$ cat src/rtl/div_iter.sv
// div_iter: iterative 32-bit radix-2 restoring divider for DIV/DIVU.
// It takes one operand pair per start and needs 32 cycles of iteration.
// The quotient feeds LO and the remainder feeds HI. Both are held until the
// next operation completes.
// Build option: define DIV_ZERO_FAST_EN so that a zero divisor completes one
// cycle after start instead of running the full iteration.
module div_iter #(
  parameter int WIDTH = 32
) (
  input  logic             clk,
  input  logic             rst,
  input  logic             start,
  input  logic             is_signed,
  input  logic [WIDTH-1:0] dividend,
  input  logic [WIDTH-1:0] divisor,
  output logic [WIDTH-1:0] q,
  output logic [WIDTH-1:0] r,
  output logic             busy,
  output logic             done,
  output logic             dz
);

  localparam int CNT_W = $clog2(WIDTH);
  localparam logic [CNT_W-1:0] LAST_STEP = CNT_W'(WIDTH - 1);

  typedef enum logic [1:0] {
    S_IDLE = 2'd0,
    S_CALC = 2'd1,
    S_FAST = 2'd2
  } state_t;

  state_t state, state_nxt;

  // Control strobes decoded from the FSM.
  logic load;
  logic step;
  logic finish;
  logic fast_fin;

  // Iteration registers.
  logic [CNT_W-1:0] cnt;
  logic [WIDTH:0]   rem_reg;   // 33-bit partial remainder
  logic [WIDTH-1:0] dvd_reg;   // dividend magnitude, becomes the quotient
  logic [WIDTH-1:0] dvs_reg;   // divisor magnitude
  logic             q_neg;
  logic             r_neg;
  logic             dz_flag;

  // One restoring step.
  logic [WIDTH+1:0] shift_rem;
  logic [WIDTH+1:0] trial;
  logic             q_bit;
  logic [WIDTH:0]   rem_nxt;
  logic [WIDTH-1:0] dvd_nxt;
  logic [WIDTH-1:0] q_fin;
  logic [WIDTH-1:0] r_fin;

  // Two's complement negate. The most negative value wraps onto itself.
  function automatic logic [WIDTH-1:0] negate(input logic [WIDTH-1:0] v);
    return ~v + WIDTH'(1);
  endfunction

  // Magnitude of an operand. It is only taken for a signed operation.
  function automatic logic [WIDTH-1:0] magnitude(input logic [WIDTH-1:0] v,
                                                 input logic             sgn);
    logic signed [WIDTH-1:0] sv;
    sv = v;
    return (sgn && (sv < 0)) ? negate(v) : v;
  endfunction

  // Conditional negation for the final sign correction.
  function automatic logic [WIDTH-1:0] apply_sign(input logic [WIDTH-1:0] v,
                                                  input logic             neg);
    return neg ? negate(v) : v;
  endfunction

  assign busy = (state != S_IDLE);

  // State register.
  always_ff @(posedge clk or posedge rst) begin
    if (rst) begin
      state <= S_IDLE;
    end else begin
      state <= state_nxt;
    end
  end

  // Next-state logic and control strobes.
  always_comb begin
    state_nxt = state;
    load      = 1'b0;
    step      = 1'b0;
    finish    = 1'b0;
    fast_fin  = 1'b0;
    case (state)
      S_IDLE: begin
        if (start) begin
          load = 1'b1;
`ifdef DIV_ZERO_FAST_EN
          state_nxt = (divisor == '0) ? S_FAST : S_CALC;
`else
          state_nxt = S_CALC;
`endif
        end
      end
      S_CALC: begin
        step = 1'b1;
        if (cnt == LAST_STEP) begin
          finish    = 1'b1;
          state_nxt = S_IDLE;
        end
      end
      S_FAST: begin
        fast_fin  = 1'b1;
        state_nxt = S_IDLE;
      end
      default: state_nxt = S_IDLE;
    endcase
  end

  // Shift, trial-subtract and restore, plus the sign-corrected results of the final step.
  always_comb begin
    shift_rem = {rem_reg, dvd_reg[WIDTH-1]};
    trial     = shift_rem - {2'b00, dvs_reg};
    q_bit     = ~trial[WIDTH+1];
    rem_nxt   = q_bit ? trial[WIDTH:0] : shift_rem[WIDTH:0];
    dvd_nxt   = {dvd_reg[WIDTH-2:0], q_bit};
    q_fin     = apply_sign(dvd_nxt, q_neg);
    r_fin     = apply_sign(rem_nxt[WIDTH-1:0], r_neg);
  end

  // Operand capture on start, then one restoring step per CALC cycle.
  // With a zero divisor the raw dividend is loaded and both signs are cleared.
  // Every trial then succeeds: the quotient becomes all ones, and the
  // dividend bits shift unchanged into the remainder.
  always_ff @(posedge clk or posedge rst) begin
    if (rst) begin
      cnt     <= '0;
      rem_reg <= '0;
      dvd_reg <= '0;
      dvs_reg <= '0;
      q_neg   <= 1'b0;
      r_neg   <= 1'b0;
      dz_flag <= 1'b0;
    end else if (load) begin
      cnt     <= '0;
      rem_reg <= '0;
      dvs_reg <= magnitude(divisor, is_signed);
      dz_flag <= (divisor == '0);
      if (divisor == '0) begin
        dvd_reg <= dividend;
        q_neg   <= 1'b0;
        r_neg   <= 1'b0;
      end else begin
        dvd_reg <= magnitude(dividend, is_signed);
        q_neg   <= is_signed & (dividend[WIDTH-1] ^ divisor[WIDTH-1]);
        r_neg   <= is_signed & dividend[WIDTH-1];
      end
    end else if (step) begin
      cnt     <= cnt + CNT_W'(1);
      rem_reg <= rem_nxt;
      dvd_reg <= dvd_nxt;
    end
  end

  // Result registers and the done pulse. Results hold until the next completion.
  always_ff @(posedge clk or posedge rst) begin
    if (rst) begin
      q    <= '0;
      r    <= '0;
      dz   <= 1'b0;
      done <= 1'b0;
    end else begin
      done <= 1'b0;
      if (finish) begin
        q    <= q_fin;
        r    <= r_fin;
        dz   <= dz_flag;
        done <= 1'b1;
      end else if (fast_fin) begin
        q    <= '1;
        r    <= dvd_reg;
        dz   <= 1'b1;
        done <= 1'b1;
      end
    end
  end

endmodule

$ cat config.mk
export PLATFORM = sky130hd
export DESIGN_NAME = div_iter
export DESIGN_NICKNAME = d
export VERILOG_FILES = /design/src/rtl/div_iter.sv
export SDC_FILE = /design/constraint.sdc
export NUM_CORES = 1
export LEC_CHECK = 0
export ABC_AREA = 1
export CELL_PAD_IN_SITES_DETAIL_PLACEMENT = 1
export CELL_PAD_IN_SITES_GLOBAL_PLACEMENT = 1
export CORE_ASPECT_RATIO = 1.4
export CORE_UTILIZATION = 32
export CTS_CLUSTER_SIZE = 12
export DETAILED_ROUTE_END_ITERATION = 8
export PLACE_DENSITY_LB_ADDON = 0.3
export SLEW_MARGIN = 40
export SYNTH_ARGS = -nofsm -noshare
export SYNTH_HDL_FRONTEND = slang
export SYNTH_SLANG_ARGS = --single-unit
export TNS_END_PERCENT = 50
$ cat constraint.sdc
create_clock -name clk -period 7.3 [get_ports clk]
set_input_delay 1.46 -clock clk [delete_from_list [all_inputs] [get_ports clk]]
set_output_delay 1.46 -clock clk [all_outputs]
set_load 0.02 [all_outputs]
==> qor.txt <==
Worst Clk Skew: 0.00987 ns
CTS H-tree depth: 4
Clock Sink Count: 172
Area of the mapped netlist: 13200 um2
CTS Root Cell: clkbuf_16
Ant diodes: 0
Sequential fraction of the synthesis area: 32.7%
Commonest non-fill, non-tap cell in the layout: nand2_1
Initial antenna violation count: 0
Slew Limit Headroom: 47.3%
Iteration-0 DRC Markers: 714
Vias: 13500
Tmin final: 5.12 ns
Setup crit start kind: register
Setup CP Type: register to register
Commonest cells after routing, fill and taps aside: 623 x nand2_1, 248 x inv_1, 179 x nor2_1
TritonCTS buffer count: 17
Core footprint: 40400 um2
Vias per cell: 5.13
Resized Gates After CTS: 0
CP startpoint: rem_reg[21]$_DFFE_PP0P_
Num rows: 87
Crit. End Element: register
Critical path peak fanout: 33
Post-synth ARST share: 100%
DR DRC count: 0
First-pass GRT wire length: 78600 um
Clock Latency Late Sink: 0.47 ns
Antenna-violating nets left: 0
Period utilization: 70.1%
Worst EP required: 7.63 ns
Footprint of the multi-input gates: 7540 um2
Layout Nets: 2202
Starting Density: 32.6%
Setup_tns: 0 ns
Die area: 42000 um2
Routed len/inst: 18.6 um
Crit-path cells: ha_1, a21oi_1, o21ai_1, inv_2, nand2_1, a21oi_4, nand3_2, nand2_4, ha_1, nand3_1, nor3_1, nand4_1, nor3_1, nand2_1, nor3_1, nand2_1, nand2_1, nand2_1, xor2_1, o21ai_0
Syn. warnings: 0
Port Buf Inserts: 134
Fin. max-slew vios: 0
Remaining global-route overflow: 0
Min-delay src: r[22]$_DFFE_PP0P_
DP HPWL: 38700 um
Slowest stage delay, CP: 0.58 ns
Mapped Cells: 1999
Critical path data arrival time: 5.45 ns
Number of global-route vias before repair: 14600
Postcts setup bufs: 0
Max Root-Sink Buffers: 2
Largest register FFs: 33
EDFF count, synth: 0
Total track usage: 24.1%
Clk slew on worst S/H paths: 0.08 ns
Area grow syn2layout: 18.3%
Synth Net Count: 2106
Min-Delay Path Class: register to register
Final setup violation count: 0
Pin count of the biggest net entering global routing: 100
Synth Register Bits: 172
Die X: 173 um
Unrepaired setup endpoints after global routing: false
Reg2reg start: rem_reg[21]$_DFFE_PP0P_
Post-Syn Area per Cell: 6.59 um2
Main synth FF type: dfrtp_1
CP max stage cell: nand2_4
Slew @ Worst Pin: 0.791 ns
Dpl cell area: 15000 um2
CTS Hold Bufs: 0
WHS: 0.479 ns
Status: completed
Max Cap Viol: 0
Critical Path Most Common Cell: nand2_1
Die H: 242 um
Fin area: 15600 um2
Gpl congestion: 0.914
Fraction of layout cells with a size suffix above 1: 5.69%
Drt pass-1 iters: 5
Hold Fails Final Rpt: 0
FMAX: 195 MHz
Total area of sequential cells: 4310 um2
Fill cells: 5191
Routed Wire Length: 49100 um
TritonCTS clock tree: done
Ports: 135
Distinct cells, synth: 53
[per-layer routing]
metal  wire length, um  track usage [%]  vias up
li1                  -                -     6594
met1             18900             25.6     6617
met2             26700             46.2      225
met3               944             2.20      106
met4              2620             13.6        0
met5                 0                0        -
[Yosys cell counts, types with 2 or more instances]
master | number | area (um2)
nand3_2 | 4 | 40.0
o31ai_1 | 21 | 158
or2_2 | 8 | 50.1
dfrtp_1 | 172 | 4300
nand4_1 | 20 | 125
inv_1 | 249 | 935
clkinv_1 | 4 | 15.0
o211ai_1 | 5 | 37.5
o21a_1 | 4 | 30.0
inv_2 | 7 | 26.3
nor4_1 | 4 | 25.0
nor3_1 | 30 | 150
nand3b_1 | 13 | 97.6
o221ai_1 | 14 | 123
nand2_2 | 23 | 144
buf_6 | 7 | 78.8
nand2_8 | 2 | 40.0
xnor2_1 | 19 | 166
clkbuf_1 | 42 | 158
buf_4 | 5 | 37.5
o21bai_1 | 6 | 45.0
or2_0 | 4 | 25.0
a31oi_1 | 3 | 18.8
a22o_1 | 2 | 17.5
nand3_1 | 170 | 851
a21o_1 | 2 | 15.0
nor3_2 | 2 | 20.0
buf_1 | 8 | 30.0
o21ai_0 | 106 | 531
nor2_4 | 3 | 33.8
ha_1 | 38 | 475
nor2_2 | 14 | 87.6
or2_1 | 2 | 12.5
o21ai_1 | 12 | 60.1
and2_1 | 2 | 12.5
buf_2 | 6 | 30.0
nand2_4 | 5 | 56.3
nand2_1 | 625 | 2350
o22ai_1 | 28 | 175
xor2_1 | 53 | 464
nor2_1 | 180 | 676
a21oi_1 | 63 | 315
a21oi_2 | 2 | 17.5
[worst max-delay path: cells and delay by family, from the launching register on]
family	cells	cell delay [ns]
flops	1	0.42
xor+xnor	1	0.14
buf+inv	1	0.06
fa+ha+maj	2	0.66
compound gates	4	0.73
simple gates	12	2.94
[final timing paths]
kind | endpoint | slack [ns] | cells after the start
setup / recovery | q[28]$_DFFE_PP0P_ | 2.18 | 20
hold / removal | r[22]$_DFFE_PP0P_ | 0.48 | 2
setup reg to reg | q[28]$_DFFE_PP0P_ | 2.18 | 20
hold reg to reg | r[22]$_DFFE_PP0P_ | 0.48 | 2
max in group asynchronous | dvs_reg[31]$_DFFE_PP0P_ | 4.94 | 4
min in group asynchronous | q[25]$_DFFE_PP0P_ | 1.48 | 3
[logic make-up (layout without fill, tap and decap cells)]
logic type	after synthesis	in the layout	share of synthesized area [%]
AO/OA/AOI/OAI	272	272	12.0
XOR/XNOR	72	72	4.79
adder cells (fa/ha/maj)	39	39	3.76
buffers and inverters	330	439	10.1
flip-flops	172	172	32.7
AND/OR/NAND/NOR	1114	1114	36.6
[stage by stage]
stage                     util, %  worst slack, ns  std cells
after floorplan                 -             1.18       1999
after global placement       37.0             2.48       2609
after detailed placement     37.1             2.19       2610
after CTS                    38.6             2.17       2642
after global routing         38.6             1.69       2642
final                        38.6             2.18       2642
[cell type report]
type                       instances  share of cell area, %
clock buffer                      20                   2.87
multi-input combinational       1497                   48.4
clock inverter                    12                   1.05
inverter                         260                   6.30
tap                              534                   4.29
sequential                       172                   27.6
timing repair buffer             147                   9.44
Power is left out: the tool's default activity adds up to more than one toggle a clock period on the data nets, which glitch-free logic cannot reach.
